## src/rtl/hart_pkg.sv

```systemverilog
// hart_pkg -- shared types and constants for the synthetic heart-rate source.
//   WIDTH / HART_MAX : sample width and largest representable rate
//   hart_t           : one heart-rate sample
//   hart_ext_t       : one bit wider than hart_t, so step arithmetic cannot wrap
//   state_t          : generator FSM states
//   LFSR_SEED/TAPS   : noise LFSR constants (only used with HART_NOISE_EN)
//   hart_advance()   : one bounded move of hart toward a target
package hart_pkg;

  localparam int WIDTH    = 6;
  localparam int HART_MAX = 2**WIDTH - 1;

  typedef logic [WIDTH-1:0] hart_t;
  typedef logic [WIDTH:0]   hart_ext_t;

  typedef enum logic [1:0] {
    IDLE = 2'd0,
    RAMP = 2'd1,
    HOLD = 2'd2,
    DONE = 2'd3
  } state_t;

  // 8-bit Fibonacci LFSR, taps 8,6,5,4 (bit positions 7,5,4,3).
  localparam logic [7:0] LFSR_SEED = 8'hA5;
  localparam logic [7:0] LFSR_TAPS = 8'b1011_1000;

  localparam hart_ext_t ONE_X = hart_ext_t'(1);

  // Move cur toward tgt by min(step, distance). A zero step counts as one;
  // noise trims the step by one but never below one, so the ramp still
  // converges. Working one bit wider keeps the result inside 0..HART_MAX.
  function automatic hart_t hart_advance(hart_t cur, hart_t tgt,
                                         logic [2:0] stp, logic noise);
    hart_ext_t h, t, s, d, mv, nx;
    h = {1'b0, cur};
    t = {1'b0, tgt};
    s = (stp == 3'd0) ? ONE_X : hart_ext_t'(stp);
    if (noise && (s > ONE_X)) s = s - ONE_X;
    d  = (t > h) ? (t - h) : (h - t);
    mv = (s < d) ? s : d;
    nx = (t > h) ? (h + mv) : (h - mv);
    return nx[WIDTH-1:0];
  endfunction

endpackage

```

## src/rtl/hart_prescaler.sv

```systemverilog
// hart_prescaler -- DIV-cycle tick counter that paces ramp advances.
//   slow  in  clock, rising edge
//   reset in  asynchronous active-low reset (counter -> 0)
//   clear in  synchronous clear; holds the counter at 0 and masks tick
//   tick  out high in the cycle the counter sits at DIV-1
module hart_prescaler #(
  parameter int DIV = 2
) (
  input  logic slow,
  input  logic reset,
  input  logic clear,
  output logic tick
);

  localparam int CW = (DIV > 1) ? $clog2(DIV) : 1;
  localparam logic [CW-1:0] LAST = CW'(DIV - 1);

  logic [CW-1:0] cnt;

  // NOTE: sequential state is always updated with non-blocking assignments so
  // every flop samples the values from before the edge, independent of order.
  always_ff @(posedge slow or negedge reset) begin
    if (!reset)             cnt <= '0;
    else if (clear)         cnt <= '0;
    else if (cnt == LAST)   cnt <= '0;
    else                    cnt <= cnt + CW'(1);
  end

  assign tick = !clear && (cnt == LAST);

endmodule

```

## src/rtl/hart_generator.sv

```systemverilog
// hart_generator -- synthetic heart-rate source. Ramps a registered hart
// sample toward a commanded target in bounded steps, holds it long enough
// for a downstream 3-deep comparator to see a stable rate, then pulses
// settled.
//   slow    in   clock, rising edge
//   reset   in   asynchronous active-low reset
//   start   in   request a new ramp (accepted only in IDLE or DONE)
//   target  in   destination rate, latched on accepted start
//   step    in   max change per advance, latched on accepted start (0 -> 1)
//   hart    out  current heart-rate sample (registered)
//   busy    out  high in RAMP and HOLD (registered)
//   settled out  one-cycle pulse in DONE (registered)
// Optional feature: define HART_NOISE_EN to add an 8-bit LFSR that randomly
// shortens ramp steps by one.
module hart_generator
  import hart_pkg::*;
#(
  parameter int RESET_HART = HART_MAX,
  parameter int DIV        = 2,
  parameter int HOLD_TICKS = 4
) (
  input  logic             slow,
  input  logic             reset,
  input  logic             start,
  input  logic [WIDTH-1:0] target,
  input  logic [2:0]       step,
  output logic [WIDTH-1:0] hart,
  output logic             busy,
  output logic             settled
);

  localparam hart_t RESET_VAL = hart_t'(RESET_HART);
  localparam int    HW        = (HOLD_TICKS > 1) ? $clog2(HOLD_TICKS) : 1;
  localparam logic [HW-1:0] HOLD_LAST = HW'(HOLD_TICKS - 1);

  state_t        state, state_d;
  hart_t         hart_q, hart_d;
  hart_t         tgt_q, tgt_d;
  logic [2:0]    stp_q, stp_d;
  logic [HW-1:0] hold_q, hold_d;
  logic          busy_d, settled_d;
  logic          tick;
  logic          noise;

  // Prescaler only runs while ramping; every other state parks it at 0 so
  // each new ramp starts a full DIV period before its first advance.
  hart_prescaler #(.DIV(DIV)) u_prescaler (
    .slow  (slow),
    .reset (reset),
    .clear (state != RAMP),
    .tick  (tick)
  );

`ifdef HART_NOISE_EN
  logic [7:0] lfsr;

  always_ff @(posedge slow or negedge reset) begin
    if (!reset) lfsr <= LFSR_SEED;
    else        lfsr <= {lfsr[6:0], ^(lfsr & LFSR_TAPS)};
  end

  assign noise = lfsr[0];
`else
  assign noise = 1'b0;
`endif

  // NOTE: every signal written here gets a default first, so no path through
  // the case can leave one unassigned and infer a latch.
  always_comb begin
    state_d = state;
    hart_d  = hart_q;
    tgt_d   = tgt_q;
    stp_d   = stp_q;
    hold_d  = hold_q;

    case (state)
      IDLE, DONE: begin
        if (start) begin
          tgt_d   = target;
          stp_d   = step;
          state_d = RAMP;
        end else begin
          state_d = IDLE;
        end
      end
      RAMP: begin
        // Equality is judged on the value at the start of the cycle, so the
        // last advance is always followed by one more RAMP cycle.
        if (hart_q == tgt_q) begin
          state_d = HOLD;
          hold_d  = '0;
        end else if (tick) begin
          hart_d = hart_advance(hart_q, tgt_q, stp_q, noise);
        end
      end
      HOLD: begin
        if (hold_q == HOLD_LAST) state_d = DONE;
        else                     hold_d  = hold_q + HW'(1);
      end
      default: state_d = IDLE;
    endcase

    busy_d    = (state_d == RAMP) || (state_d == HOLD);
    settled_d = (state_d == DONE);
  end

  always_ff @(posedge slow or negedge reset) begin
    if (!reset) begin
      state   <= IDLE;
      hart_q  <= RESET_VAL;
      tgt_q   <= '0;
      stp_q   <= '0;
      hold_q  <= '0;
      busy    <= 1'b0;
      settled <= 1'b0;
    end else begin
      state   <= state_d;
      hart_q  <= hart_d;
      tgt_q   <= tgt_d;
      stp_q   <= stp_d;
      hold_q  <= hold_d;
      busy    <= busy_d;
      settled <= settled_d;
    end
  end

  assign hart = hart_q;

endmodule

```

## config.mk

```make
export PLATFORM = sky130hd
export DESIGN_NAME = hart_generator
export DESIGN_NICKNAME = d
export VERILOG_FILES = /design/src/rtl/hart_pkg.sv /design/src/rtl/hart_prescaler.sv /design/src/rtl/hart_generator.sv
export SDC_FILE = /design/constraint.sdc
export NUM_CORES = 1
export LEC_CHECK = 0
export CAP_MARGIN = 10
export CELL_PAD_IN_SITES_DETAIL_PLACEMENT = 1
export CELL_PAD_IN_SITES_GLOBAL_PLACEMENT = 1
export CORE_ASPECT_RATIO = 1.2
export CORE_MARGIN = 5
export CORE_UTILIZATION = 44
export CTS_BUF_LIST = sky130_fd_sc_hd__clkbuf_16
export DETAILED_ROUTE_END_ITERATION = 10
export GPL_TIMING_DRIVEN = 1
export HOLD_SLACK_MARGIN = 0.12
export PLACE_DENSITY = 0.77
export SYNTH_ARGS = -nofsm -noshare
export SYNTH_HDL_FRONTEND = slang
export SYNTH_SLANG_ARGS = --single-unit
```

## constraint.sdc

```tcl
create_clock -name slow -period 6.5 [get_ports slow]
set_input_delay 0.65 -clock slow [delete_from_list [all_inputs] [get_ports slow]]
set_output_delay 0.65 -clock slow [all_outputs]
set_load 0.03 [all_outputs]
```

==> results of run 1 <==
## state kept, by name, summed over array words and instances, names as in the netlist
name and flops:
tgt_q 6, stp_q 3, settled 1, u_prescaler.cnt 1, hart 6, hold_q 2
state 2, busy 1
## metal layers
metal / up-vias / GRT usage
met2: 24 / 0.358
met3: 17 / 0.0254
li1: 757 / -
met5: - / 0
met4: 0 / 0.0803
met1: 791 / 0.203
## cells in the final DEF (no fill, tap or decap), types with 2 or more instances in the layout
cell type / Yosys / final
inv_1: 22 / 22
ha_1: 22 / 22
a21oi_1: 20 / 20
clkdlybuf4s50_1: 0 / 19
nand2_1: 17 / 17
dfrtp_1: 16 / 16
nor2_1: 11 / 11
mux2_2: 11 / 11
o21ai_0: 10 / 10
dfstp_2: 6 / 6
a21o_1: 5 / 5
nand3_1: 5 / 5
xor2_1: 4 / 4
nand2b_1: 3 / 3
or3_1: 3 / 3
nor2b_1: 3 / 3
a22o_1: 3 / 3
fa_1: 3 / 3
clkbuf_16: 0 / 3
nand3b_1: 2 / 2
mux2i_1: 2 / 2
a31oi_1: 2 / 2
o21a_1: 2 / 2
o21bai_1: 2 / 2
xnor2_1: 2 / 2
## through the flow
stage / std cells / hold slack, ns / area (um^2)
global placement: 275 / 0.416 / 2160
floorplan: 206 / 0.354 / 1950
detailed placement: 275 / 0.441 / 2160
finish: 279 / 0.450 / 2270
CTS: 279 / 0.451 / 2270
global route: 279 / 0.470 / 2270
## layout make-up
| class | instances | area share |
|---|---|---|
| Clock buffer | 3 | 0.0331 |
| Clock inverter | 1 | 0.0132 |
| Inverter | 22 | 0.0364 |
| Multi-Input combinational cell | 156 | 0.556 |
| Sequential cell | 22 | 0.246 |
| Tap cell | 56 | 0.0309 |
| Timing Repair Buffer | 19 | 0.0839 |
## kinds of logic after synthesis
family	Yosys count	share of synthesized area
AO/OA/AOI/OAI	55	0.194
AND/OR/NAND/NOR	55	0.165
buffers and inverters	28	0.0656
adder cells (fa/ha/maj)	25	0.172
flip-flops	22	0.287
multiplexers	14	0.0810
XOR/XNOR	7	0.0353
## worst reg2reg max path, cell delays in order (launching register included)
cell and delay (ns):
dfstp_2 0.61, inv_1 0.07, ha_1 0.44, nand3_2 0.15
or3_1 0.52, o21ai_4 0.23, mux2i_1 0.28, nor2b_1 0.10
ha_1 0.34, o211a_1 0.20, a311oi_4 0.05, nor4_4 0.38
nand2_1 0.20, a21oi_1 0.31, ha_1 0.29, nor2b_1 0.13
o21ai_0 0.19, a21boi_0 0.16, o21a_1 0.19, nor2_1 0.26
nand3b_1 0.16, a21oi_1 0.05, nor4_1 0.29, o2111ai_1 0.14
## final timing paths
check / from / end / slack (ns) / cells past startpoint
setup reg to reg: hart[3] / hart[5] / 0.65 / 23
min in group asynchronous: reset / tgt_q[1] / 0.96 / 1
setup / recovery: hart[3] / hart[5] / 0.65 / 23
hold / removal: u_prescaler.cnt / u_prescaler.cnt / 0.45 / 1
hold reg to reg: u_prescaler.cnt / u_prescaler.cnt / 0.45 / 1
max in group asynchronous: reset / tgt_q[4] / 4.91 / 1
==> run_results.csv, run 1 <==
group,metric,value,unit
cts,cts.sinks,22,
cells_and_area,fin_util,0.532,
cells_and_area,regArea,558,um^2
timing,grt_setup_unrepaired,"no",
floorplan,die_h,82.9,um
routing,drc,0,
critical_path,crit_fanout,12,
cts,clock_path_buffers,2,
routing,drtPass1Iterations,4,
cts,cts_setup_buffers,0,
routing,wl,5.29,mm
timing,finalSetupViolCount,0,
cells_and_area,fill_cells,499,
critical_path,cp_num_buf_inv,1,
timing,layout_setup_ws,0.650,ns
placement,hpwlAfterDp,4.15,mm
synth,yosysTopAreaCell,"dfrtp_1",
cts,hold_buffers,0,
cts,path_clk_slew,0.06,ns
synth,synth_area,1950,um^2
timing,fin_setup_tns,0,ns
critical_path,crit_top_cell,"ha_1",
job,maxCapViolCount,0,
synth,ys_ff_latch,22,
critical_path,cpMaxStageDelayCell,"dfstp_2",
status,outcome,"finished, final reports clean",
timing,final_max_slew_viol_count,0,
critical_path,critical_path_class,"reg -> reg",
timing,finClkSkew,0.00167,ns
synth,syn-num-nets,243,
timing,hold_viol,0,
floorplan,die_w,70.7,um
routing,ant_nets,0,
routing,dr.max_layer_used,"met4",
cells_and_area,antennaDiodeCount,0,
routing,via_per_inst,5.70,
routing,via_count,1589,
synth,synthesis.instances,206,
cells_and_area,drive_above_1_share,0.143,
timing,max_freq,171,MHz
cts,cts_resized,0,
synth,yosys-top-cells-area,"dfrtp_1, ha_1, dfstp_2",
routing,initialDrtViolationCount,26,
critical_path,slowest_delay,0.61,ns
routing,dr_wl_met2,2.90,mm
cts,insertion_delay,0.26,ns
floorplan,io_pins,20,
routing,met1_length,2.10,mm
cells_and_area,finalNetCount,261,
synth,synth_top_area_frac,0.206,
critical_path,crit_family,"simple AND/OR/NAND/NOR gates",
placement,dp_slack,0.696,ns
critical_path,required,6.67,ns
critical_path,start_kind,"flop",
global_route,gr-total-overflow,0,
floorplan,rows,26,
placement,portBuffers,19,
floorplan,core-area,4260,um^2
placement,gp_congestion,0.857,
global_route,grt_pass1_vias,1813,
cts,h-tree-depth,1,
critical_path,crit_chain,"inv_1, ha_1, nand3_2, or3_1, o21ai_4, mux2i_1, nor2b_1, ha_1, o211a_1, a311oi_4, nor4_4, nand2_1, a21oi_1, ha_1, nor2b_1, o21ai_0, a21boi_0, o21a_1, nor2_1, nand3b_1, a21oi_1, nor4_1, o2111ai_1",
floorplan,die-area,5860,um^2
synth,syn_area_per_cell,9.45,um^2
worst_hold_path,hp-class,"reg -> reg",
synth,yosysUniqueCellTypes,50,
synth,ys_warn_count,0,
timing,slew_headroom,0.302,
routing,wl_met3,110,um
synth,synth-main-ff-cell,"dfrtp_1",
timing,period_share,0.900,
cts,numCtsBuffers,3,
cells_and_area,area_growth,16.5,%
global_route,grt_pass1_wl,8.85,mm
routing,routedWlPerCell,19.0,um
timing,layout_min_cycle_time,5.85,ns
critical_path,cp-end-kind,"flop",
cts,cts_tree,"built",
critical_path,crit_arrival,6.02,ns
synth,async_reset_ff_frac,1.00,
synth,synth-edff-count,0,
floorplan,initial_core_util,0.457,
synth,synth_seq_area_share,0.287,
global_route,grt_max_degree,23,
global_route,grt_util_all_layers,0.189,
cells_and_area,multi_input_area,1260,um^2
cts,root_buffer,"clkbuf_16",
timing,worst_pin_slew,1.04,ns
global_route,antenna_found_initial,0,
synth,synthTopCellsByCount,"ha_1, inv_1, a21oi_1",
Power of run 1 is left out: the tool's default activity adds up to more than one toggle a clock period on the data nets, which glitch-free logic cannot reach.
==> run 2, diff against run 1 <==
- ABC_AREA: not set -> 1
- CORE_UTILIZATION: 44 -> 42
==> run_results.csv, run 2 <==
group,metric,value,unit
worst_hold_path,min_from,"u_prescaler.cnt",
synth,synth_area,1910,um^2
cells_and_area,final_cell_mix,"nand2_1, inv_1, nor2_1, ha_1, a21oi_1",
critical_path,cp-end-kind,"flop",
cells_and_area,layout_commonest_cell,"nand2_1",
cells_and_area,drive_above_1_share,0.120,
synth,synth_most_common_cell,"nand2_1",
timing,layout_min_cycle_time,4.71,ns
critical_path,r2r_cells,32,
job,maxCapViolCount,0,
synth,ys_ff_latch,22,
synth,async_reset_ff_frac,1.00,
synth,synth-edff-count,0,
cts,path_clk_slew,0.06,ns
floorplan,rows,26,
critical_path,cpMaxStageDelayCell,"dfstp_2",
global_route,grt_pass1_vias,1866,
critical_path,start_kind,"flop",
routing,wl,5.02,mm
floorplan,die_h,83.8,um
critical_path,r2r-end,"hart[5]",
routing,routedWlPerCell,15.1,um
floorplan,core-area,4330,um^2
synth,synth_seq_area_share,0.293,
synth,synth-main-ff-cell,"dfrtp_1",
critical_path,required,6.70,ns
routing,via_per_inst,5.03,
cells_and_area,finalNetCount,314,
routing,drc,0,
cells_and_area,area_growth,18.1,%
synth,ys_warn_count,0,
synth,yosys-top-cells-area,"dfrtp_1, ha_1, nand2_1",
synth,synthesis.instances,257,
routing,initialDrtViolationCount,40,
cts,insertion_delay,0.26,ns
critical_path,crit_top_cell,"nand2_1",
routing,drtPass1Iterations,4,
critical_path,crit_fanout,11,
cells_and_area,antennaDiodeCount,0,
cts,h-tree-depth,1,
timing,grt_setup_unrepaired,"no",
cts,cts_resized,0,
timing,finalSetupViolCount,0,
timing,finClkSkew,0.00204,ns
cts,numCtsBuffers,3,
floorplan,die-area,5990,um^2
cells_and_area,fin_cells,332,
synth,synth_top_area_frac,0.210,
cts,root_buffer,"clkbuf_16",
cts,cts_tree,"built",
timing,max_freq,213,MHz
timing,period_share,0.724,
timing,final_max_slew_viol_count,0,
critical_path,crit_arrival,4.91,ns
placement,hpwlAfterDp,4.04,mm
timing,fin_setup_tns,0,ns
cts,clock_path_buffers,2,
cells_and_area,fin_util,0.520,
cts,cts_setup_buffers,0,
floorplan,io_pins,20,
global_route,antenna_found_initial,0,
worst_hold_path,hp-class,"reg -> reg",
global_route,grt_max_degree,23,
synth,yosysUniqueCellTypes,31,
critical_path,r2r_slack,1.79,ns
floorplan,initial_core_util,0.440,
global_route,gr-total-overflow,0,
placement,gp_congestion,0.779,
cts,cts.sinks,22,
timing,slew_headroom,0.298,
critical_path,slowest_delay,0.59,ns
floorplan,die_w,71.5,um
routing,ant_nets,0,
cts,hold_buffers,0,
routing,via_count,1671,
critical_path,critical_path_class,"reg -> reg",
placement,portBuffers,19,
placement,placedCellCount,328,
synth,synthTopCellsByCount,"nand2_1, inv_1, nor2_1",
synth,syn-num-nets,294,
critical_path,r2r_start,"hart[2]",
synth,syn_area_per_cell,7.41,um^2
status,outcome,"finished, final reports clean",
global_route,grt_util_all_layers,0.185,
global_route,grt_pass1_wl,8.76,mm
timing,hold_viol,0,
synth,yosysTopAreaCell,"dfrtp_1",
worst_hold_path,min_delay_worst_endpoint,"u_prescaler.cnt",
timing,worst_pin_slew,1.05,ns
worst_hold_path,hold-path-cell-count,1,
==> run 2: changes by cell type in the layout (fill, tap and decap cells not counted), sizes merged, moves of 7 or more <==
cell | before | now
nand2 | 17 | 67
inv | 22 | 45
nor2 | 11 | 26
mux2 | 11 | 1
nand4 | 0 | 8
nand3 | 6 | 13
==> run 2: metal layers <==
metal	wire [um]	GRT usage	up-vias
li1	-	-	855
met1	2320	0.233	788
met3	74	0.0205	9
met5	0	0	-
met2	2520	0.323	19
met4	102	0.0615	0
==> run 2: area by class of cell <==
type                    count  area (um^2)
multi-input cells         186         1160
repair buffers             19          190
clock inverters             1         30.0
inverters                  45          171
clock buffers               3         75.1
fillers                   541         2080
well taps                  56         70.1
flip-flops and latches     22          558
==> run 2: through the flow <==
| step | hold slack, ns | setup WS, ns | cell area, um^2 |
|---|---|---|---|
| final | 0.434 | 1.79 | 2250 |
| after global routing | 0.465 | 1.27 | 2250 |
| after CTS | 0.433 | 1.78 | 2250 |
| after detailed placement | 0.420 | 1.90 | 2150 |
| after global placement | 0.411 | 1.97 | 2150 |
| after floorplan | 0.354 | 2.39 | 1910 |
==> run 2: cells by family after synthesis <==
group,share of synthesized area
AND/OR/NAND/NOR,0.297
AO/OA/AOI/OAI,0.100
adder cells (fa/ha/maj),0.176
multiplexers,0.00591
flip-flops,0.293
XOR/XNOR,0.0276
buffers and inverters,0.100
==> run 2: worst max path at each step <==
stage                       start       to  slack, ns  depth (start not counted)
final                     hart[2]  hart[5]       1.79                         32
after global placement    hart[2]  hart[5]       1.97                         32
after global routing      hart[2]  hart[5]       1.27                         33
after detailed placement  hart[2]  hart[5]       1.90                         32
after CTS                 hart[2]  hart[5]       1.78                         32
after floorplan           hart[3]  hart[5]       2.39                         33
==> run 2: critical path, delay by kind of cell (launching register included) <==
family	cells	cell delay [ns]
AND/OR/NAND/NOR	20	1.73
adder cells (fa/ha/maj)	3	1.07
AO/OA/AOI/OAI	5	0.96
flip-flops	1	0.59
buffers and inverters	4	0.26
Power of run 2 is left out for the same reason.
